[config.mk]
export PLATFORM = sky130hd
export DESIGN_NAME = menu_jogo_n
export DESIGN_NICKNAME = d
export VERILOG_FILES = /design/src/rtl/menu_jogo_pkg.sv /design/src/rtl/menu_jogo_n_filtro_borda.sv /design/src/rtl/menu_jogo_n.sv
export SDC_FILE = /design/constraint.sdc
export NUM_CORES = 1
export LEC_CHECK = 0
export ABC_CLOCK_PERIOD_IN_PS = 1700
export CAP_MARGIN = 20
export CORE_ASPECT_RATIO = 0.75
export CORE_MARGIN = 2
export CORE_UTILIZATION = 35
export CTS_BUF_LIST = sky130_fd_sc_hd__clkbuf_2
export CTS_CLUSTER_SIZE = 40
export DETAILED_ROUTE_END_ITERATION = 7
export GPL_TIMING_DRIVEN = 0
export PLACE_DENSITY = 0.67
export SLEW_MARGIN = 30
export SYNTH_ARGS = -nofsm -noshare
export SYNTH_HDL_FRONTEND = slang
export SYNTH_HIERARCHICAL = 1
export SYNTH_SLANG_ARGS = --single-unit
[constraint.sdc]
create_clock -name clock -period 1.7 [get_ports clock]
set_input_delay 0.34 -clock clock [delete_from_list [all_inputs] [get_ports clock]]
set_output_delay 0.34 -clock clock [all_outputs]
set_load 0.01 [all_outputs]
[src/rtl/menu_jogo_pkg.sv]
// menu_jogo_pkg: state codes, screen codes and button indices shared by the menu controller
package menu_jogo_pkg;
    localparam logic [4:0] INICIAL     = 5'd0;
    localparam logic [4:0] RESET_JOGO  = 5'd1;
    localparam logic [4:0] MENU_RENDER = 5'd2;
    localparam logic [4:0] MENU_ENVIA  = 5'd3;
    localparam logic [4:0] MENU_ESPERA = 5'd4;
    localparam logic [4:0] MENU_NAVEGA = 5'd5;
    localparam logic [4:0] INICIA_JOGO = 5'd6;
    localparam logic [4:0] JOGANDO     = 5'd7;
    localparam logic [4:0] FIM_RENDER  = 5'd8;
    localparam logic [4:0] FIM_ENVIA   = 5'd9;
    localparam logic [4:0] FIM_ESPERA  = 5'd10;
    localparam logic [7:0] TELA_MENU_BASE = 8'h10;
    localparam logic [7:0] TELA_JOGO      = 8'h01;
    localparam logic [7:0] TELA_FIM       = 8'h02;
    localparam int BTN_UP       = 5;
    localparam int BTN_DOWN     = 4;
    localparam int BTN_LEFT     = 3;
    localparam int BTN_RIGHT    = 2;
    localparam int BTN_ESPECIAL = 1;
    localparam int BTN_TIRO     = 0;
endpackage

[src/rtl/menu_jogo_n_filtro_borda.sv]
// filtro_borda: debounces one raw button and emits a one-cycle pulse on the filtered rising edge
module filtro_borda
    import menu_jogo_pkg::*;
#(
    parameter int ESTAVEL_CICLOS = 4
) (
    input  logic clock,
    input  logic reset,
    input  logic entrada,
    output logic nivel,
    output logic pulso
);
    localparam int CW = $clog2(ESTAVEL_CICLOS + 1);
    localparam logic [CW-1:0] LIM = CW'(ESTAVEL_CICLOS - 1);
    logic [CW-1:0] cnt_q, cnt_d;
    logic nivel_q, nivel_d, anterior_q, anterior_d, pulso_q, pulso_d;
    // count consecutive disagreeing samples; the level flips only when the run is long enough
    always_comb begin
        cnt_d      = (entrada == nivel_q || cnt_q == LIM) ? '0 : cnt_q + 1'b1;
        nivel_d    = (entrada != nivel_q && cnt_q == LIM) ? entrada : nivel_q;
        anterior_d = nivel_q;
        pulso_d    = nivel_q & ~anterior_q;
    end
    // state registers, cleared by the active-low synchronous reset
    always_ff @(posedge clock) begin
        if (!reset) begin
            cnt_q      <= '0;
            nivel_q    <= 1'b0;
            anterior_q <= 1'b0;
            pulso_q    <= 1'b0;
        end else begin
            cnt_q      <= cnt_d;
            nivel_q    <= nivel_d;
            anterior_q <= anterior_d;
            pulso_q    <= pulso_d;
        end
    end
    assign nivel = nivel_q;
    assign pulso = pulso_q;
endmodule

[src/rtl/menu_jogo_n.sv]
// menu_jogo_n: game menu controller sequencing screen transmission, cursor navigation and game start/end
module menu_jogo_n
    import menu_jogo_pkg::*;
#(
    parameter int N_CHAVES       = 6,
    parameter int N_OPCOES       = 4,
    parameter int ESTAVEL_CICLOS = 4,
    parameter int TELA_W         = 8
) (
    input  logic                        clock,
    input  logic                        reset,
    input  logic [N_CHAVES-1:0]         chaves,
    input  logic                        pronto,
    input  logic                        fim_envia_dados,
    output logic                        envia_dados,
    output logic                        iniciar,
    output logic                        reset_jogo_base,
    output logic                        jogo_base_em_andamento,
    output logic [$clog2(N_OPCOES)-1:0] opcao,
    output logic                        selecionou,
    output logic [TELA_W-1:0]           tela_renderizada,
    output logic [N_CHAVES-1:0]         jogada,
    output logic [4:0]                  db_estado
);
    localparam int OW = $clog2(N_OPCOES);
    localparam logic [OW-1:0] ULTIMA = OW'(N_OPCOES - 1);
    logic [N_CHAVES-1:0] nivel, pulso, jogada_q, jogada_d;
    logic [4:0] estado_q, estado_d;
    logic [OW-1:0] opcao_q, opcao_d;
    logic fim_visto_q, fim_visto_d;
    logic cima, baixo, tiro, pulsos_unused;

    for (genvar i = 0; i < N_CHAVES; i++) begin : g_filtro
        filtro_borda #(.ESTAVEL_CICLOS(ESTAVEL_CICLOS)) u_filtro (
            .clock  (clock),
            .reset  (reset),
            .entrada(chaves[i]),
            .nivel  (nivel[i]),
            .pulso  (pulso[i])
        );
    end

    assign cima          = pulso[BTN_UP];
    assign baixo         = pulso[BTN_DOWN];
    assign tiro          = pulso[BTN_TIRO];
    assign pulsos_unused = ^pulso;

    // next state; press pulses only matter in MENU_NAVEGA and FIM_ESPERA, tiro beats up/down
    always_comb begin
        estado_d    = estado_q;
        opcao_d     = opcao_q;
        fim_visto_d = (estado_q == FIM_ESPERA) && (fim_visto_q || fim_envia_dados);
        jogada_d    = (estado_q == JOGANDO) ? nivel : '0;
        case (estado_q)
            INICIAL:     estado_d = RESET_JOGO;
            RESET_JOGO:  estado_d = MENU_RENDER;
            MENU_RENDER: estado_d = MENU_ENVIA;
            MENU_ENVIA:  estado_d = MENU_ESPERA;
            MENU_ESPERA: estado_d = fim_envia_dados ? MENU_NAVEGA : MENU_ESPERA;
            MENU_NAVEGA: begin
                if (tiro) begin
                    estado_d = (opcao_q == '0) ? INICIA_JOGO : MENU_RENDER;
                end else if (cima != baixo) begin
                    opcao_d  = cima ? ((opcao_q == '0) ? ULTIMA : opcao_q - 1'b1)
                                    : ((opcao_q == ULTIMA) ? '0 : opcao_q + 1'b1);
                    estado_d = MENU_RENDER;
                end
            end
            INICIA_JOGO: estado_d = JOGANDO;
            JOGANDO:     estado_d = pronto ? FIM_RENDER : JOGANDO;
            FIM_RENDER:  estado_d = FIM_ENVIA;
            FIM_ENVIA:   estado_d = FIM_ESPERA;
            FIM_ESPERA: begin
                if (fim_visto_q && tiro) begin
                    estado_d = RESET_JOGO;
                    opcao_d  = '0;
                end
            end
            default:     estado_d = INICIAL;
        endcase
    end

    // state registers, cleared by the active-low synchronous reset
    always_ff @(posedge clock) begin
        if (!reset) begin
            estado_q    <= INICIAL;
            opcao_q     <= '0;
            jogada_q    <= '0;
            fim_visto_q <= 1'b0;
        end else begin
            estado_q    <= estado_d;
            opcao_q     <= opcao_d;
            jogada_q    <= jogada_d;
            fim_visto_q <= fim_visto_d;
        end
    end

    // screen code selected by the current phase; menu screens are offset by the cursor
    always_comb begin
        tela_renderizada = (estado_q inside {MENU_RENDER, MENU_ENVIA, MENU_ESPERA, MENU_NAVEGA})
                         ? TELA_W'(TELA_MENU_BASE) + TELA_W'(opcao_q)
                         : (estado_q inside {INICIA_JOGO, JOGANDO}) ? TELA_W'(TELA_JOGO)
                         : (estado_q inside {FIM_RENDER, FIM_ENVIA, FIM_ESPERA}) ? TELA_W'(TELA_FIM)
                         : '0;
    end

    assign envia_dados            = (estado_q == MENU_ENVIA) || (estado_q == FIM_ENVIA);
    assign iniciar                = (estado_q == INICIA_JOGO);
    assign reset_jogo_base        = (estado_q == RESET_JOGO);
    assign jogo_base_em_andamento = (estado_q == JOGANDO);
    assign selecionou             = (estado_q == MENU_NAVEGA) && tiro && (opcao_q != '0);
    assign opcao                  = opcao_q;
    assign jogada                 = jogada_q;
    assign db_estado              = estado_q;
endmodule

# Word-level counts from Yosys, hierarchy flattened
# Index checks and enable logic that the tools add are counted.
# classes
addsub	9
n_reduce_logical	34
n_bitwise	7
muxes	17
eq_ne	34
# ops
op	count
$pmux W5 S11	1
$eq A5 B3 Y1 const B	4
$add A3 B1 Y3 const B	6
$eq A3 B2 Y1 const B	6
$mux W2	8
$eq A5 B4 Y1 const B	3
$mux W5	3
$reduce_or A2 Y1	6
$eq A5 B2 Y1 const B	2
$logic_and A1 B1 Y1	10
$logic_or A1 B1 Y1	8
$ne A1 B1 Y1	7
$add A5 B2 Y6 const A	1
$eq A1 B1 Y1	6
$mux W6	1
$reduce_bool A2 Y1	3
$eq A5 B1 Y1 const B	1
$logic_not A5 Y1	1
$mux W4	1
$ne A2 B2 Y1 const B	2
$not A1 Y1	4
$pmux W2 S2	1
$reduce_and A2 Y1	2
$reduce_and A4 Y1	1
other kinds (11)	13
# word_totals
word_cells	123
out_inout_bits	26
input_bits	10
ff_bits	44

# Longest topological paths before layout
# Gate-level depths: netlist (run 1).
# depth
depth_word	6
depth_mapped	6
depth_no_buf	6

# Cells and area by module
# The synthesis (run 1) kept the hierarchy.
# modules_own_cells
module	instances	seq_area_each_um2	cells_each	area_per_inst_um2
filtro_borda	6	120.1	17	217.7
menu_jogo_n	1	260.2	103	825.8

# Worst setup path after synthesis (run 1)
# OpenSTA, ideal clock, no wires.
# synth_timing
kind	register to output
from	reg estado_q[1] (netlist: db_estado[1])
to	out envia_dados
path_slack_ns	0.361
t_required_ns	1.360
n_path_buf	1
path_stages_with_launch	4
arrival_time_ns	0.999
cell_sequence	dfxtp_1 > buf_2 > xor2_1 > and3_1
# synth_between
elab_chain_len	2
elab_cells_between_ends	3
classes_between	2 x eq/ne; 1 x reduce/logical
# synth_lines
item	line_no	text
start: declaration	menu_jogo_n.sv:28	logic [4:0] estado_q, estado_d;
start signal: assignment	menu_jogo_n.sv:91	estado_q <= estado_d;
$eq A5 B2 Y1 or $eq A5 B4 Y1 (tied branches)	menu_jogo_n.sv:107	assign envia_dados = (estado_q == MENU_ENVIA) || (estado_q == FIM_ENVIA);
$logic_or A1 B1 Y1 *	menu_jogo_n.sv:107	
end: declaration	menu_jogo_n.sv:15	output logic envia_dados,
# Mark *: on every way between the ends. The rest lies on a longest branch, timed or not.

# Worst setup path in the final report (run 1)
# layout_timing
from	reg estado_q[1] (netlist: db_estado[1])
to	out selecionou
# layout_between
elab_chain_len	3
# layout_lines
item	line_no	text
$eq A5 B3 Y1	menu_jogo_n.sv:111	assign selecionou = (estado_q == MENU_NAVEGA) && tiro && (opcao_q != '0);
$logic_and A1 B1 Y1 (2 in a row)	menu_jogo_n.sv:111	
end: declaration	menu_jogo_n.sv:20	output logic selecionou,
# Every way passes these cells.

==> results of run 1 <==
-- layout make-up --
class	instances	area, um2
plain buffers	10	82.6
clock buffers	6	30.0
clock inverters	1	30.0
fillers	529	2800
inverters	14	52.6
multi-input cells	130	1030
flip-flops and latches	43	880
well taps	75	93.8
repair buffers	44	379
-- worst paths after layout --
kind                                    from  slack, ns  depth (start not counted)                         end
max                             db_estado[1]      -0.14                          4                  selecionou
min          g_filtro[0].u_filtro/anterior_q       0.39                          1  g_filtro[0].u_filtro/pulso
max reg2reg                     db_estado[2]       0.33                          6                    opcao[1]
min reg2reg  g_filtro[0].u_filtro/anterior_q       0.39                          1  g_filtro[0].u_filtro/pulso
-- per-layer routing --
layer  vias up  wire [um]  global-route usage [%]
met2        40       1690                    23.4
met4         0         30                    4.04
li1        772          -                       -
met1       705       1940                    17.0
met3         5        224                    3.80
met5         -          0                       0
-- flip-flops by register name, indices dropped and copies added, names as in the netlist --
name and flops:
g_filtro.u_filtro/cnt_q 18, g_filtro.u_filtro/nivel 6, jogada 6, db_estado 4, g_filtro.u_filtro/anterior_q 3, g_filtro.u_filtro/pulso 3
opcao 2, fim_visto_q 1
-- placed cells by master, fill, tap and decap left out, types with 2 or more instances in the layout --
cell and instances:
dfxtp_1 36, buf_4 19, ha_1 14, nand2_1 13, clkdlybuf4s50_1 13, nor4b_1 12, inv_1 11, nor2b_1 11
mux2i_1 8, xnor2_1 7, and3_1 7, buf_2 7, a21oi_1 6, conb_1 6, clkbuf_2 6, and4bb_2 6
buf_6 5, dlygate4sd2_1 5, nor2_1 4, dfxtp_4 4, inv_2 3, xor2_1 3, o21ai_0 3, dfxtp_2 3
and2_2 3, nor3_2 2, dlymetal6s2s_1 2
-- worst max-delay path, delay by kind of cell (launching register included) --
family / cells / cell delay [ns]
buf+inv: 2 / 0.25
flops: 1 / 0.39
simple gates: 2 / 0.48
-- metrics by stage --
step	TNS, ns	setup slack [ns]	instances	area (um2)	hold slack [ns]
4_1_cts	-0.369	-0.189	321	2530	0.401
3_5_place_dp	-8.15	-0.514	302	2370	0.375
6_report	-0.230	-0.145	323	2580	0.388
3_3_place_gp	-9.90	-0.531	302	2370	0.372
5_1_grt	-0.584	-0.205	323	2580	0.409
2_1_floorplan	0	0.361	198	1990	0.367
-- power by group through the flow --
stage | clock, mW | combinational [mW] | sequential [mW]
after floorplan | 0 | 0.433 | 1.15
after detailed placement | 0 | 0.727 | 1.15
final | 0.561 | 0.848 | 1.12
after global placement | 0 | 0.714 | 1.15
after CTS | 0.585 | 0.844 | 1.12
after global routing | 0.623 | 0.925 | 1.13
-- what timing repair did --
action                                 in CTS  in global routing
gates resized for setup                    60                 11
endpoints found under the hold margin       0                  0
buffers inserted                           12                  3
pin swaps                                   4                  4
setup endpoints to repair                  23                 12
==> results.txt, run 1 <==
Period Utilization, post-route = 109%
Clk pwr share = 22.2%
Hold violation count in the final report = 0
Chip Width = 90.6 um
Area grow syn2layout = 30.8%
First-pass GRT wire length = 6710 um
Fin worst setup slack = -0.145 ns
CP peak stage delay = 0.39 ns
Final Wtd Congestion = 0.790
Worst Setup End Kind = primary output
Fraction of layout cells with a size suffix above 1 = 27.8%
Failing checks = negative setup slack
Worst vdd ir = 0.414 mV
Total Nets Final = 272
Fin crit period = 1.84 ns
CP startpoint kind = flop
Skew-Pair Late Insertion Delay = 0.38 ns
Mapped Cells = 193
Initial core utilization = 36.6%
Cell Int Power = 1.74 mW
GR Overflow Total = 0
Clock sink total = 43
Post-detailed-route wirelength per cell = 12.0 um
Lkg Pwr = 1.15 nW
Via count = 1522
Initial antenna violation count = 0
Clk_skew = 0.0157 ns
Critical Path, Cell by Cell = buf_6 > and4bb_4 > and3b_1 > buf_2
Max_slew headroom = 43.5%
Global-route total usage across every layer = 13.6%
H-tree levels = 2
Avg Cell Area, Syn = 10.2 um2
Syn. warnings = 6
Largest net degree at the start of global routing = 32
Combinational share of power = 33.5%
DRC = 0
Crit-path max FO = 7
Power density over the cells = 981 nW/um2
Req. time, crit path = 1.36 ns
Die height = 69.0 um
Bufs on Longest Clock Path = 2
Critical path's slowest cell = dfxtp_4
Sw power = 0.783 mW
Post-route ant nets = 0
Fmax = 542 MHz
RSZ-0062 raised after global routing = true
Worst hold path type = reg2reg
Mapped Area = 1970 um2
TritonCTS clock tree = yes
Site Rows = 23
Flop pwr share = 44.3%
Worst Tran Pin Value = 0.847 ns
Die ar. = 6250 um2
Final wirelength = 3880 um
Outcome = complete, but fails checks
Vias in the first global route = 1465
Max-cap violations = 0
Post-DP HPWL = 2640 um
Ant diodes = 0
Num ports = 36
Setup violations, final = 3
Switching share of power = 31.0%
First-pass iteration count of the detailed router = 4
Cts bufs inserted = 5
Drt via density = 4.71
Slew Viols, Final = 0
Final Total Pwr = 2.53 mW
CP arrival = 1.50 ns
Hold_buf cts = 0
Critical path class = reg2out
Clock-pin slew on the worst setup and hold paths = 0.20 ns
Root Driver = clkbuf_2
Iteration-0 DRC Markers = 63
Core area = 5380 um2
Number of port buffers = 29
Final Util = 47.9%
Power figures use the tool's default switching activity.
==> inputs of run 2 (changes only) <==
CORE_ASPECT_RATIO = 1.5   (was 0.75)
CORE_MARGIN = 10   (was 2)
GPL_ROUTABILITY_DRIVEN = 0   (was not set)
==> run 2 against run 1 <==
The flow still finishes with violations (negative setup slack); clock skew barely moved; die area rose by 45%; sequential share of layout area rose by 0.22 points; worst hold slack improved by 0.0081 ns; cell count fell by 1.5%; maximum frequency rose by 3.3%; via count fell by 1.6%; non-clock buffer count fell by 1; setup slack improved by 0.058 ns.
==> results.txt, run 2 (same netlist as run 1, synthesis figures left out) <==
GR Overflow Total = 0
CP arrival = 1.45 ns
Final wirelength = 3990 um
First-pass iteration count of the detailed router = 4
Initial core utilization = 36.2%
Die ar. = 9090 um2
DRC = 0
Seq. cell area = 878 um2
Post-detailed-route wirelength per cell = 12.6 um
CP peak stage delay = 0.38 ns
Lkg Pwr = 1.18 nW
Req. time, crit path = 1.36 ns
Fin crit period = 1.79 ns
Critical Path Start = db_estado[3]
Period Utilization, post-route = 105%
Max-cap violations = 0
Site Rows = 33
CP startpoint kind = flop
Core area = 5450 um2
Chip Width = 81.3 um
Worst hold path type = reg2reg
Worst vdd ir = 0.594 mV
TritonCTS clock tree = yes
First-pass GRT wire length = 6670 um
Crit-path leading delay family = simple AND/OR/NAND/NOR gates
Max_slew headroom = 42.9%
Initial antenna violation count = 0
Number of port buffers = 29
Critical path's slowest cell = dfxtp_2
Critical Path, Cell by Cell = buf_6 > and4bb_4 > and3b_1 > buf_2
Vias in the first global route = 1552
Slew Viols, Final = 0
Max reg flops = 18
Most common cell after layout, fill and taps aside = dfxtp_1
Post-route ant nets = 0
H-tree levels = 2
Clock sink total = 43
Via count = 1498
Worst r2r src = db_estado[2]
Filler cells = 551
Hold Path Origin = g_filtro[0].u_filtro/anterior_q
Drt via density = 4.71
Power density over the cells = 943 nW/um2
Clk_skew = 0.0156 ns
Skew-Pair Late Insertion Delay = 0.38 ns
Failing checks = negative setup slack
Clock-pin slew on the worst setup and hold paths = 0.20 ns
Bufs on Longest Clock Path = 2
Most frequent cells in the layout = 35 x dfxtp_1, 17 x buf_4, 14 x ha_1
Outcome = complete, but fails checks
Global-route total usage across every layer = 8.94%
Crit-path max FO = 3
Critical path class = reg2out
Post-DP HPWL = 2810 um
Cts bufs inserted = 5
Fraction of layout cells with a size suffix above 1 = 27.4%
RSZ-0062 raised after global routing = true
Setup violations, final = 4
Final Total Pwr = 2.41 mW
Multi-input gate area = 1030 um2
Hold violation count in the final report = 0
WP buf/inv = 2
Root Driver = clkbuf_2
Fin worst setup slack = -0.0862 ns
Largest register by flop count = g_filtro.u_filtro/cnt_q
Largest net degree at the start of global routing = 32
Worst Tran Pin Value = 0.856 ns
Worst Setup End Kind = primary output
Area grow syn2layout = 29.8%
Flop2flop setup slack = 0.33 ns
Worst slack at placement = -0.541 ns
Ant diodes = 0
Total Nets Final = 271
Die height = 112 um
Iteration-0 DRC Markers = 46
Fmax = 560 MHz
Num ports = 36
[run 2: metrics by stage]
step | setup TNS (ns) | hold slack [ns] | utilization (%) | area [um2] | instances
global placement | -8.45 | 0.372 | 43.4 | 2370 | 297
detailed placement | -8.34 | 0.377 | 43.4 | 2370 | 297
floorplan | 0 | 0.367 | - | 1990 | 198
global route | -0.886 | 0.419 | 46.9 | 2560 | 318
finish | -0.234 | 0.396 | 46.9 | 2560 | 318
CTS | -0.366 | 0.400 | 45.9 | 2500 | 315
[run 2: routing by layer]
metal | track usage (%) | vias to the layer above | part of all wire [%]
met5 | 0 | - | 0
met4 | 3.94 | 0 | 2.4
met3 | 3.54 | 8 | 8.2
met2 | 15.8 | 42 | 50
met1 | 8.78 | 678 | 39
li1 | - | 770 | -
[run 2: area by class of cell]
cell class	instances	share of cell area (%)
well taps	70	3.42
plain buffers	11	3.52
repair buffers	42	14.7
flip-flops and latches	43	34.3
clock buffers	6	1.17
clock inverters	2	0.489
multi-input cells	130	40.2
inverters	14	2.15
[run 2: what timing repair did]
item | in CTS | in global routing
endpoints found under the setup margin | 22 | 15
hold endpoints to repair | 0 | 0
hold buffers | 0 | 0
pin swaps | 4 | 2
resized for setup | 57 | 12
buffers inserted | 10 | 3
[run 2: worst paths after layout]
kind,end,cells past startpoint
max reg2reg,opcao[0],6
min,g_filtro[0].u_filtro/pulso,1
min reg2reg,g_filtro[0].u_filtro/pulso,1
max,selecionou,4
[run 2: power breakdown]
| part | switching (mW) | internal (mW) | total [mW] |
|---|---|---|---|
| logic | 0.423 | 0.442 | 0.865 |
| registers | 0.0554 | 1.08 | 1.13 |
| clock network | 0.309 | 0.105 | 0.414 |
